File: src/rtl/mem_burst_reader.sv
`default_nettype none
// ============================================================================
// Module     : mem_burst_reader
// Description: DEPTH x WIDTH memory with a write port; streams LEN-word bursts
//              from a start address over valid/ready, wrapping at DEPTH-1.
// Revision   : 1.0 - initial release
// ============================================================================
module mem_burst_reader #(
    parameter int WIDTH = 8,
    parameter int DEPTH = 17,
    parameter int AW    = 5,
    parameter int LW    = 8
) (
    input  logic             clk,
    input  logic             clear,
    input  logic             wr_en,
    input  logic [AW-1:0]    wr_addr,
    input  logic [WIDTH-1:0] wr_data,
    input  logic             start,
    input  logic [AW-1:0]    start_addr,
    input  logic [LW-1:0]    len,
    output logic [WIDTH-1:0] rd_data,
    output logic             rd_valid,
    input  logic             rd_ready,
    output logic             busy,
    output logic             done,
    output logic             err,
    output logic [LW-1:0]    rd_count
);

    localparam logic [AW-1:0] c_last_addr = AW'(DEPTH - 1);

    typedef enum logic [1:0] {
        S_IDLE  = 2'd0,
        S_FETCH = 2'd1,
        S_SEND  = 2'd2,
        S_DONE  = 2'd3
    } state_t;

    state_t             r_state;
    state_t             w_state_nxt;
    logic [WIDTH-1:0]   r_mem [DEPTH];
    logic [AW-1:0]      r_addr;
    logic [LW-1:0]      r_rem;
    logic               r_rej;
    logic               w_reject;
    logic               w_zero_len;

    assign w_reject   = (start_addr > c_last_addr);
    assign w_zero_len = (len == '0);

    // Storage is deliberately left out of reset so contents survive a clear.
    always_ff @(posedge clk) begin
        if (wr_en && (wr_addr <= c_last_addr)) begin
            r_mem[wr_addr] <= wr_data;
        end
    end

    always_ff @(posedge clk or posedge clear) begin
        if (clear) begin
            r_state <= S_IDLE;
        end else begin
            r_state <= w_state_nxt;
        end
    end

    always_comb begin
        w_state_nxt = r_state;
        case (r_state)
            S_IDLE: begin
                if (start) begin
                    w_state_nxt = (w_reject || w_zero_len) ? S_DONE : S_FETCH;
                end
            end
            S_FETCH: w_state_nxt = S_SEND;
            S_SEND: begin
                if (rd_ready) begin
                    w_state_nxt = (r_rem == LW'(1)) ? S_DONE : S_FETCH;
                end
            end
            S_DONE:  w_state_nxt = S_IDLE;
            default: w_state_nxt = S_IDLE;
        endcase
    end

    always_ff @(posedge clk or posedge clear) begin
        if (clear) begin
            r_addr   <= '0;
            r_rem    <= '0;
            r_rej    <= 1'b0;
            rd_data  <= '0;
            rd_valid <= 1'b0;
            rd_count <= '0;
        end else begin
            case (r_state)
                S_IDLE: begin
                    if (start) begin
                        r_rej    <= w_reject;
                        r_addr   <= start_addr;
                        r_rem    <= len;
                        rd_count <= '0;
                    end
                end
                // Non-blocking read returns the pre-write word on a same-cycle write.
                S_FETCH: begin
                    rd_data  <= r_mem[r_addr];
                    rd_valid <= 1'b1;
                end
                S_SEND: begin
                    if (rd_ready) begin
                        rd_valid <= 1'b0;
                        rd_count <= rd_count + LW'(1);
                        r_rem    <= r_rem - LW'(1);
                        r_addr   <= (r_addr == c_last_addr) ? '0 : r_addr + AW'(1);
                    end
                end
                default: ;
            endcase
        end
    end

    assign busy = (r_state != S_IDLE);
    assign done = (r_state == S_DONE);
    assign err  = (r_state == S_DONE) && r_rej;

endmodule
`default_nettype wire
File: config.mk
export PLATFORM = sky130hd
export DESIGN_NAME = mem_burst_reader
export DESIGN_NICKNAME = d
export VERILOG_FILES = /design/src/rtl/mem_burst_reader.sv
export SDC_FILE = /design/constraint.sdc
export NUM_CORES = 1
export LEC_CHECK = 0
export BUFFER_PORTS_ARGS = -buffer_cell sky130_fd_sc_hd__clkbuf_2
export CAP_MARGIN = 30
export CORE_MARGIN = 2
export CORE_UTILIZATION = 41
export DETAILED_ROUTE_END_ITERATION = 16
export GPL_TIMING_DRIVEN = 0
export SLEW_MARGIN = 20
export SYNTH_ARGS = -nofsm -noshare
export SYNTH_HDL_FRONTEND = slang
export SYNTH_SLANG_ARGS = --single-unit
File: constraint.sdc
create_clock -name clk -period 4.31 [get_ports clk]
set_input_delay 1.293 -clock clk [delete_from_list [all_inputs] [get_ports clk]]
set_output_delay 1.293 -clock clk [all_outputs]
set_load 0.01 [all_outputs]
# Yosys cells after proc, flatten, opt, wreduce, memory -nomap -nowiden
# Memory sizes are Yosys's and may differ from the RTL's. A register that Yosys moved wholly into a read port is not among the register bits.
# Cells that the tools add are included.
# word_totals
mem_bits_rw	136
out_inout_bits	20
elab_cells	50
in_bits	31
regBits	25
mem_count	1
# memory_table
memory	words	width	rd	rd_ports_with_merged_regs	write_ports	line	rtl
r_mem	17	8	1	1	1	42	logic [WIDTH-1:0] r_mem [DEPTH];
# classes
reduce_logical	12
muxes	19
addsub	3
n_eq_ne	7
order_cmp	2
# ops
op	n
8-bit 2-to-1 mux	4
8-bit case mux with 2 select lines	2
5-bit 2-to-1 mux	3
5-bit case mux with 2 select lines	1
8-bit by 1-bit adder with 8-bit output, second input constant	1
8-bit by 1-bit equality test with 1-bit output, second input constant	1
8-bit logical NOT	1
2-bit 2-to-1 mux	4
2-bit case mux with 4 select lines	1
8-bit by 1-bit subtractor with 8-bit output, second input constant	1
2-bit AND reduction	3
2-bit nonzero test	3
5-bit by 1-bit adder with 5-bit output, second input constant	1
5-bit equality test, second input constant	1
5-bit greater-than comparator, second input constant	1
5-bit <= comparator, second input constant	1
2-bit equality test, second input constant	2
2-bit inequality test, second input constant	2
1-bit 2-to-1 mux	3
3-bit AND reduction	1
2-bit by 1-bit equality test with 1-bit output, second input constant	1
1-bit logical AND	2
2-bit logical NOT	1
1-bit case mux with 2 select lines	1
1-bit logical OR	1

# Logic depth before layout (Yosys ltp)
# Gate-level depths: netlist of the first run.
# logic_depth
ltp_word	5
ltp_mapped	9
ltp_nobuf	6

# Least setup slack after synthesis of the first run
# Ideal clock, no wire load.
# synth_path
path_type	input-to-reg
startpoint	input wr_en
endpoint	memory r_mem[4][0], enable pin
required_ps	3940
setup_ps	370
path_buffers	0
arrival_ps	2064
slack_ps	1876
cell_stages	3
cell_sequence	nor2b_1 > nand3b_1 > nor2_1
# synth_between
elab_chain_len	3
# synth_lines
item	line	rtl
from (decl)	16	input logic wr_en,
1-bit logical AND	54	if (wr_en && (wr_addr <= c_last_addr)) begin
1-bit 2-to-1 mux	54	
1-bit 2-to-1 mux (not written as such)	55	r_mem[wr_addr] <= wr_data;
to (decl)	42	
# Every way passes these cells.

# Final worst setup path of the first run
# layout_path
startpoint	register r_state[1]
endpoint	output busy
# layout_between
elab_chain_len	1
# layout_lines
item	line	rtl
from (decl)	40	state_t r_state;
from (signal assigned)	63	r_state <= w_state_nxt;
2-bit nonzero test	122	assign busy = (r_state != S_IDLE);
to (decl)	25	output logic busy,
# Every way passes these cells.

==> results of run 1 <==
==> flip-flops by register name, summed over array words and instances, names as in the netlist <==
signal,flops
r_rem,8
r_rej,1
rd_valid,1
rd_data,8
r_addr,5
rd_count,8
r_state,2
r_mem,136
==> metrics by stage <==
step | util [%] | area [um^2]
after floorplan | - | 7230
after global placement | 44.9 | 7760
after detailed placement | 45.1 | 7810
after CTS | 48.6 | 8400
after global routing | 48.7 | 8430
final | 48.7 | 8430
==> tightest hold or removal path, cell delays in order (launching register included) <==
cell and delay (ns):
dfrtp_1 0.36, a32oi_1 0.06, o31ai_1 0.06
==> worst max-delay path by stage <==
stage	endpoint	slack, ns	depth (start not counted)
finish	busy	1.63	3
global placement	r_mem[9][2]$_DFFE_PP_	1.26	4
global route	err	1.54	3
CTS	busy	1.61	3
detailed placement	r_mem[10][1]$_DFFE_PP_	1.24	4
floorplan	r_mem[4][0]$_DFFE_PP_	1.88	3
==> layout by cell type (no fill, tap or decap), types with 5 or more instances in the layout <==
cell type,count
nor3_1,5
nand3b_1,8
edfxtp_1,136
ha_1,5
inv_1,11
dfrtp_1,33
buf_6,7
mux4_2,13
a22oi_1,5
nand2b_1,5
clkbuf_2,51
buf_2,8
mux2i_1,34
a31oi_1,5
nand2_1,19
nor2b_1,11
o22ai_1,9
buf_4,9
nor2_1,41
a21oi_1,16
o21ai_0,17
clkbuf_16,17
nand3_1,12
clkbuf_1,7
==> metal layers <==
metal	routed length [um]	part of all wire, %
met1	7810	45
met2	8170	47
met3	1280	7.3
met4	216	1.2
met5	0	0
==> report_power, final <==
group	total [W]	leakage (nW)	switching (W)	internal, W
combinational	0.00165	1.17	0.000983	0.000667
clock	0.00154	0.286	0.000671	0.000872
sequential	0.00204	1.63	0.000135	0.00191
total	0.00524	3.08	0.00179	0.00345
==> final cells by class <==
cell class              instances  area (um^2)
plain buffers                  25          174
clock buffers                  19          433
clock inverters                13          158
fillers                      1496         8870
inverters                      13         48.8
multi-input cells             277         2100
flip-flops and latches        169         4910
well taps                     225          282
repair buffers                 58          325
==> kinds of logic after synthesis <==
logic type                 count (synthesis)
AOI/OAI and AO/OA                         86
xor gates and xnor gates                   4
adders and majority gates                  5
buffers and inverters                     38
DFF                                      169
muxes                                     55
and+or+nand+nor                          127
==> impl_metrics.py, run 1 <==
metrics = {
    "synthesis": {
        "netlist_area_um2": 7230,
        "synth_edf_count": 136,
        "synthXorXnorAreaFrac_pct": 0.484,
        "synth_top_cells_by_count": "136 x edfxtp_1, 41 x nor2_1, 34 x mux2i_1",
        "synth-async-reset-ratio_pct": 19.5,
        "syn-instance-count": 484,
        "ys_top_cells_by_area": "edfxtp_1 56%, dfrtp_1 11%, mux2i_1 4.7%, mux4_2 4.0%, nor2_1 2.1%",
        "synth.distinct_cells": 65,
        "ys.warnings.count": 0,
        "synth_top_family_by_area": "multiplexers",
        "syn_area_per_cell_um2": 14.9,
        "ys_seq_area_share_pct": 67.9,
        "synthSimpleGateAreaFrac_pct": 9.31,
        "synth_top_flop_cell": "edfxtp_1",
        "synth_most_common_cell": "edfxtp_1",
        "muxShareOfSynthArea_pct": 10.2,
        "yosys.area.top_type": "edfxtp_1",
        "yosys_register_bits": 169,
        "synth-compound-area-share_pct": 8.13,
        "yosys.area.top_type_share_pct": 56.5,
        "synth_nets": 520,
        "synthAdderAreaFrac_pct": 0.865,
    },
    "sta": {
        "period_needed_ns": 2.68,
        "fin_ws_ns": 1.63,
        "finalSetupTns_ns": 0,
        "finalSetupViolations": 0,
        "fin_worst_skew_ns": 0.00937,
        "max_freq_mhz": 373,
        "timing.hold.ws_ns": 0.518,
        "fin_crit_sh_pct": 62.2,
        "rsz0062_at_grt": "false",
        "slew_headroom_pct": 41.5,
        "report.final.slew_viol_count": 0,
        "hold_viol_final": 0,
        "tightest_slew_ns": 0.874,
    },
    "clock_network": {
        "cts_htree_levels": 4,
        "cts-root-buf": "clkbuf_16",
        "cts_sinks": 169,
        "clk_pin_slew_worst_paths_ns": 0.06,
        "post_cts_resized": 0,
        "clk_latency_ns": 0.44,
        "cts_buffers": 17,
        "post_cts_buffers": 0,
        "cts_tree": "done",
        "cts.path.max_buffers": 2,
        "postCtsHoldBufs": 0,
    },
    "critical_path": {
        "crit_fanout": 10,
        "slowest_stage": "dfrtp_1",
        "critPathTopFamily": "flip-flops",
        "path_buf_inv": 2,
        "r2r-end": "r_addr[4]$_DFFE_PP0P_",
        "startpoint": "r_state[1]$_DFFE_PP0P_",
        "endpoint_kind": "output pin",
        "worst-setup-path-type": "register to output pin",
        "arrival_ns": 1.39,
        "reg2reg_depth": 9,
        "path_cells": "buf_4 > or2_1 > clkbuf_2",
        "startpoint_type": "register",
        "regToRegSetupSlack_ns": 2.06,
        "r2r-start": "r_addr[0]$_DFFE_PP0P_",
        "max_stage_delay_ns": 0.41,
        "cp.required_ns": 3.02,
    },
    "global_routing": {
        "grt_pass1_wl_um": 26800,
        "busiest_layer": "met2",
        "grt_max_degree": 34,
        "gr-usage-all-layers_pct": 20.1,
        "gr-usage-met2_pct": 30.8,
        "grtUsageMet1_pct": 28.6,
        "grt_overflow": 0,
        "antenna_found_initial": 0,
        "grt_pass1_vias": 4317,
        "grtUsageMet3_pct": 5.33,
    },
    "place": {
        "dp_slack_ns": 1.24,
        "placed_cells": 763,
        "gp_congestion": 0.862,
        "dp_hpwl_um": 11800,
        "portBuffers": 50,
    },
    "pwr": {
        "p_leak_nw": 3.08,
        "power_w": 0.00524,
        "ir_drop_v": 0.000372,
        "power.density_nw_per_um2": 621,
    },
    "finish": {
        "num_antenna_cells": 0,
        "area_growth_pct": 16.6,
        "drive_gt1_share_pct": 24.0,
        "num-nets-final": 597,
        "finalNonFillerCells": 799,
    },
    "flow_run": {
        "maxCapViolCount": 0,
    },
    "detailed_routing": {
        "vias_per_cell": 5.59,
        "wl_um": 17500,
        "drtIter0Drc": 516,
        "ant_nets": 0,
        "routedWlPerCell_um": 21.9,
        "via_count": 4467,
        "first_pass_iters": 6,
        "drc": 0,
    },
    "worst_hold_path": {
        "min_delay_path_depth": 2,
        "min_from": "rd_data[1]$_DFFE_PP0P_",
        "hold_path_class": "register to register",
        "holdPathEnd": "rd_data[1]$_DFFE_PP0P_",
    },
    "floorplan": {
        "start_util_pct": 41.8,
        "dieArea_um2": 18700,
        "die_w_um": 137,
        "std_cell_rows": 48,
        "die_h_um": 137,
        "core_um2": 17300,
        "boundaryPins": 51,
    },
    "run_status": {
        "run_status": "finished, final reports clean",
    },
}
(Power assumes the default switching activity.)
==> inputs of run 2 (changes only) <==
==> constraint.sdc (replaced) <==
create_clock -name clk -period 2.25 [get_ports clk]
set_input_delay 0.675 -clock clk [delete_from_list [all_inputs] [get_ports clk]]
set_output_delay 0.675 -clock clk [all_outputs]
set_load 0.01 [all_outputs]
==> impl_metrics.py, run 2 (same netlist as run 1, synthesis figures left out) <==
metrics = {
    "sta": {
        "rsz0062_at_grt": "false",
        "period_needed_ns": 2.08,
        "finalSetupViolations": 0,
        "tightest_slew_ns": 0.868,
        "hold_viol_final": 0,
        "finalSetupTns_ns": 0,
        "report.final.slew_viol_count": 0,
        "slew_headroom_pct": 41.9,
        "fin_crit_sh_pct": 92.6,
        "max_freq_mhz": 480,
        "fin_worst_skew_ns": 0.00965,
    },
    "floorplan": {
        "std_cell_rows": 48,
        "die_w_um": 137,
        "die_h_um": 137,
        "start_util_pct": 41.8,
        "dieArea_um2": 18700,
        "core_um2": 17300,
        "boundaryPins": 51,
    },
    "place": {
        "gp_congestion": 0.862,
        "dp_hpwl_um": 11800,
        "portBuffers": 50,
    },
    "clock_network": {
        "clk_latency_ns": 0.44,
        "cts.path.max_buffers": 2,
        "cts_htree_levels": 4,
        "cts_sinks": 169,
        "post_cts_resized": 0,
        "cts-root-buf": "clkbuf_16",
        "post_cts_buffers": 0,
        "cts_buffers": 17,
        "postCtsHoldBufs": 0,
        "cts_tree": "done",
        "clk_pin_slew_worst_paths_ns": 0.07,
    },
    "critical_path": {
        "crit_fanout": 10,
        "arrival_ns": 2.42,
        "regToRegSetupSlack_ns": 0.17,
        "max_stage_delay_ns": 0.50,
        "worst-setup-path-type": "register to register",
        "cp.required_ns": 2.59,
        "slowest_stage": "clkbuf_1",
        "endpoint_kind": "register",
        "r2r-start": "r_addr[3]$_DFFE_PP0P_",
        "startpoint_type": "register",
        "r2r-end": "rd_data[3]$_DFFE_PP0P_",
        "path_cells": "buf_4 > buf_2 > clkbuf_1 > nor2_1 > a22oi_1 > a32oi_1 > o31ai_1",
        "reg2reg_depth": 7,
    },
    "detailed_routing": {
        "drtIter0Drc": 418,
        "vias_per_cell": 5.55,
        "wl_um": 17300,
        "drc": 0,
        "ant_nets": 0,
        "first_pass_iters": 5,
        "via_count": 4430,
        "routedWlPerCell_um": 21.7,
    },
    "flow_run": {
        "maxCapViolCount": 0,
    },
    "global_routing": {
        "grt_overflow": 0,
        "grt_max_degree": 34,
        "grt_pass1_vias": 4317,
        "grt_pass1_wl_um": 26800,
        "antenna_found_initial": 0,
        "gr-usage-all-layers_pct": 20.1,
    },
    "pwr": {
        "power.density_nw_per_um2": 1190,
        "ir_drop_v": 0.000711,
        "power_w": 0.0100,
        "p_leak_nw": 3.07,
    },
    "finish": {
        "layout_common_cells": "136 x edfxtp_1, 51 x clkbuf_2, 41 x nor2_1",
        "drive_gt1_share_pct": 23.9,
        "finalCoreUtilization_pct": 48.7,
        "num-nets-final": 596,
        "largest_register_ffs": 136,
        "layout_commonest_cell": "edfxtp_1",
        "area_growth_pct": 16.5,
        "num_antenna_cells": 0,
        "regMostFlops": "r_mem",
        "fillers": 1498,
    },
    "worst_hold_path": {
        "hold_path_class": "input pin to asynchronous set/reset pin",
    },
    "run_status": {
        "run_status": "finished, final reports clean",
    },
}
run 2: power breakdown:
part,internal (W),switching (W)
clock network,0.00167,0.00129
logic,0.00127,0.00186
registers,0.00366,0.000258
run 2: critical path: cells and delay by family (launching register included):
family / cells / cell delay (ns)
AO/OA/AOI/OAI: 3 / 0.42
flip-flops: 1 / 0.35
AND/OR/NAND/NOR: 1 / 0.17
buffers and inverters: 3 / 1.03
run 2: how the worst max path moves through the flow:
stage	startpoint	endpoint	slack, ns	cells after the start
6_report	r_addr[3]$_DFFE_PP0P_	rd_data[3]$_DFFE_PP0P_	0.17	7
5_1_grt	r_addr[3]$_DFFE_PP0P_	rd_data[6]$_DFFE_PP0P_	0.0005	7
2_1_floorplan	r_addr[0]$_DFFE_PP0P_	r_addr[4]$_DFFE_PP0P_	0.30	9
3_3_place_gp	wr_en	r_mem[9][2]$_DFFE_PP_	-0.18	4
4_1_cts	r_addr[0]$_DFFE_PP0P_	r_addr[4]$_DFFE_PP0P_	0.0005	9
3_5_place_dp	wr_en	r_mem[10][1]$_DFFE_PP_	-0.21	4
run 2: layer usage:
layer / vias to the layer above / part of all wire [%] / global-route usage [%]
li1: 2036 / - / -
met1: 2198 / 45 / 28.6
met2: 183 / 47 / 30.8
met3: 13 / 7.0 / 5.33
met4: 0 / 1.1 / 5.33
met5: - / 0 / 0
run 2: layout make-up:
class / instances / area (um^2) / share of cell area, %
clock inverters: 13 / 158 / 1.87
well taps: 225 / 282 / 3.34
inverters: 13 / 48.8 / 0.579
clock buffers: 19 / 433 / 5.14
repair buffers: 58 / 325 / 3.86
plain buffers: 24 / 166 / 1.98
flip-flops and latches: 169 / 4910 / 58.3
multi-input cells: 277 / 2100 / 24.9
run 2: stage by stage:
step                hold slack [ns]  setup WS (ns)  instance area, um^2  cells
global route                  0.411       0.000489                 8420    798
global placement              0.506         -0.181                 7760    759
CTS                           0.379       0.000524                 8400    795
floorplan                     0.489          0.301                 7230    484
detailed placement            0.509         -0.207                 7810    763
finish                        0.363          0.167                 8420    798
==> inputs of run 3 (changes only) <==
--- a/config.mk
+++ b/config.mk
@@ -6,11 +6,12 @@
 export NUM_CORES = 1
 export LEC_CHECK = 0
 export BUFFER_PORTS_ARGS = -buffer_cell sky130_fd_sc_hd__clkbuf_2
-export CAP_MARGIN = 30
+export CAP_MARGIN = 20
 export CORE_MARGIN = 2
-export CORE_UTILIZATION = 41
+export CORE_UTILIZATION = 50
 export DETAILED_ROUTE_END_ITERATION = 16
 export GPL_TIMING_DRIVEN = 0
+export PLACE_DENSITY = 0.82
 export SLEW_MARGIN = 20
 export SYNTH_ARGS = -nofsm -noshare
 export SYNTH_HDL_FRONTEND = slang
==> impl_metrics.py, run 3 (same netlist as run 1, synthesis figures left out) <==
metrics = {
    "floorplan": {
        "start_util_pct": 51.7,
        "dieArea_um2": 15400,
        "die_w_um": 124,
        "boundaryPins": 51,
        "die_h_um": 124,
        "std_cell_rows": 43,
        "core_um2": 14000,
    },
    "run_status": {
        "run_status": "finished, final reports clean",
    },
    "clock_network": {
        "post_cts_buffers": 0,
        "clk_pin_slew_worst_paths_ns": 0.07,
        "cts_htree_levels": 4,
        "clk_latency_ns": 0.43,
        "cts_tree": "done",
        "postCtsHoldBufs": 0,
        "cts-root-buf": "clkbuf_16",
        "cts_sinks": 169,
        "cts.path.max_buffers": 2,
        "cts_buffers": 17,
    },
    "sta": {
        "tightest_slew_ns": 0.977,
        "fin_worst_skew_ns": 0.00689,
        "finalSetupTns_ns": 0,
        "period_needed_ns": 2.20,
        "hold_viol_final": 0,
        "slew_headroom_pct": 34.6,
        "max_freq_mhz": 455,
        "report.final.slew_viol_count": 0,
        "fin_ws_ns": 0.0512,
        "fin_crit_sh_pct": 97.7,
        "finalSetupViolations": 0,
        "rsz0062_at_grt": "false",
    },
    "detailed_routing": {
        "drc": 0,
        "wl_um": 16800,
        "drtIter0Drc": 506,
        "ant_nets": 0,
        "vias_per_cell": 6.25,
        "routedWlPerCell_um": 22.6,
        "via_count": 4658,
        "first_pass_iters": 7,
    },
    "finish": {
        "seq_area_um2": 4910,
        "num-nets-final": 588,
        "layout_commonest_cell": "edfxtp_1",
        "drive_gt1_share_pct": 23.5,
        "finalNonFillerCells": 745,
        "regMostFlops": "r_mem",
        "fin_area_um2": 8270,
        "fillers": 1042,
        "multi_input_area_um2": 2100,
        "num_antenna_cells": 0,
        "layout_common_cells": "136 x edfxtp_1, 52 x clkbuf_2, 41 x nor2_1",
        "finalCoreUtilization_pct": 59.1,
        "largest_register_ffs": 136,
        "area_growth_pct": 14.4,
    },
    "critical_path": {
        "r2r-end": "rd_data[4]$_DFFE_PP0P_",
        "crit_fanout": 19,
        "startpoint_type": "register",
        "r2r-start": "r_addr[0]$_DFFE_PP0P_",
        "reg2reg_depth": 6,
        "arrival_ns": 2.49,
        "worst-setup-path-type": "register to register",
        "endpoint_kind": "register",
        "regToRegSetupSlack_ns": 0.05,
        "cp.required_ns": 2.54,
    },
    "global_routing": {
        "grt_pass1_vias": 4702,
        "grt_overflow": 0,
        "gr-usage-all-layers_pct": 22.4,
        "antenna_found_initial": 0,
        "grt_pass1_wl_um": 26100,
        "grt_max_degree": 34,
    },
    "flow_run": {
        "maxCapViolCount": 0,
    },
    "place": {
        "dp_hpwl_um": 11100,
        "portBuffers": 50,
        "gp_congestion": 0.947,
        "placed_cells": 714,
        "dp_slack_ns": -0.101,
        "dpl_cell_area_um2": 7710,
    },
    "pwr": {
        "power.density_nw_per_um2": 1200,
        "p_leak_nw": 3.03,
        "ir_drop_v": 0.000869,
    },
    "worst_hold_path": {
        "hold_path_class": "input pin to asynchronous set/reset pin",
    },
}
[run 3: cell types whose count changed in the layout (fill, tap and decap cells not counted), moves of 2 or more]
cell,before,now
buf_4,8,4
buf_6,7,3
clkbuf_1,7,4
bufinv_16,2,0
clkinv_2,0,2
[run 3: cell type report]
cell class                      instances  share of cell area, %
Timing Repair Buffer                   50                   3.03
Sequential cell                       169                   59.4
Buffer                                 24                   2.03
Clock buffer                           18                   5.31
Inverter                               13                  0.590
Tap cell                              180                   2.72
Clock inverter                         14                   1.59
Multi-Input combinational cell        277                   25.4
[run 3: worst max-delay path by stage]
stage | from | end | slack (ns)
6_report | r_addr[0]$_DFFE_PP0P_ | rd_data[4]$_DFFE_PP0P_ | 0.05
5_1_grt | r_addr[0]$_DFFE_PP0P_ | rd_data[4]$_DFFE_PP0P_ | 0.002
4_1_cts | r_addr[3]$_DFFE_PP0P_ | rd_data[1]$_DFFE_PP0P_ | 0.1
3_5_place_dp | wr_en | r_mem[9][6]$_DFFE_PP_ | -0.10
3_3_place_gp | wr_en | r_mem[9][1]$_DFFE_PP_ | -0.05
2_1_floorplan | r_addr[0]$_DFFE_PP0P_ | r_addr[4]$_DFFE_PP0P_ | 0.30
[run 3: power by group]
group / total, W / switching, W / internal, W
combinational: 0.00316 / 0.00189 / 0.00127
sequential: 0.00394 / 0.000279 / 0.00366
clock: 0.00280 / 0.00131 / 0.00149
[run 3: worst max-delay path: stages, from the launching register on]
cell and delay [ns]:
dfrtp_1 0.38, buf_6 0.19, buf_6 0.28, mux2i_1 0.31, o22ai_1 0.15, a2111oi_0 0.59
a21oi_1 0.15
[run 3: per-layer routing]
metal	up-vias	track usage, %	routed length (um)
met5	-	0	0
met1	2283	30.0	6750
li1	2014	-	-
met4	0	9.39	667
met2	309	34.5	7930
met3	52	6.74	1500
[run 3: timing repair]
item | 4_1_cts | 5_1_grt
hold endpoints to repair | 0 | 0
setup endpoints to repair | 1 | 3
cloned | 0 | 0
gates resized for setup | 0 | 2
[run 3: through the flow]
| step | hold slack, ns | power (W) |
|---|---|---|
| after CTS | 0.374 | 0.00987 |
| after detailed placement | 0.515 | 0.00709 |
| after global routing | 0.421 | 0.0103 |
| after floorplan | 0.489 | 0.00608 |
| final | 0.359 | 0.00989 |
| after global placement | 0.506 | 0.00698 |
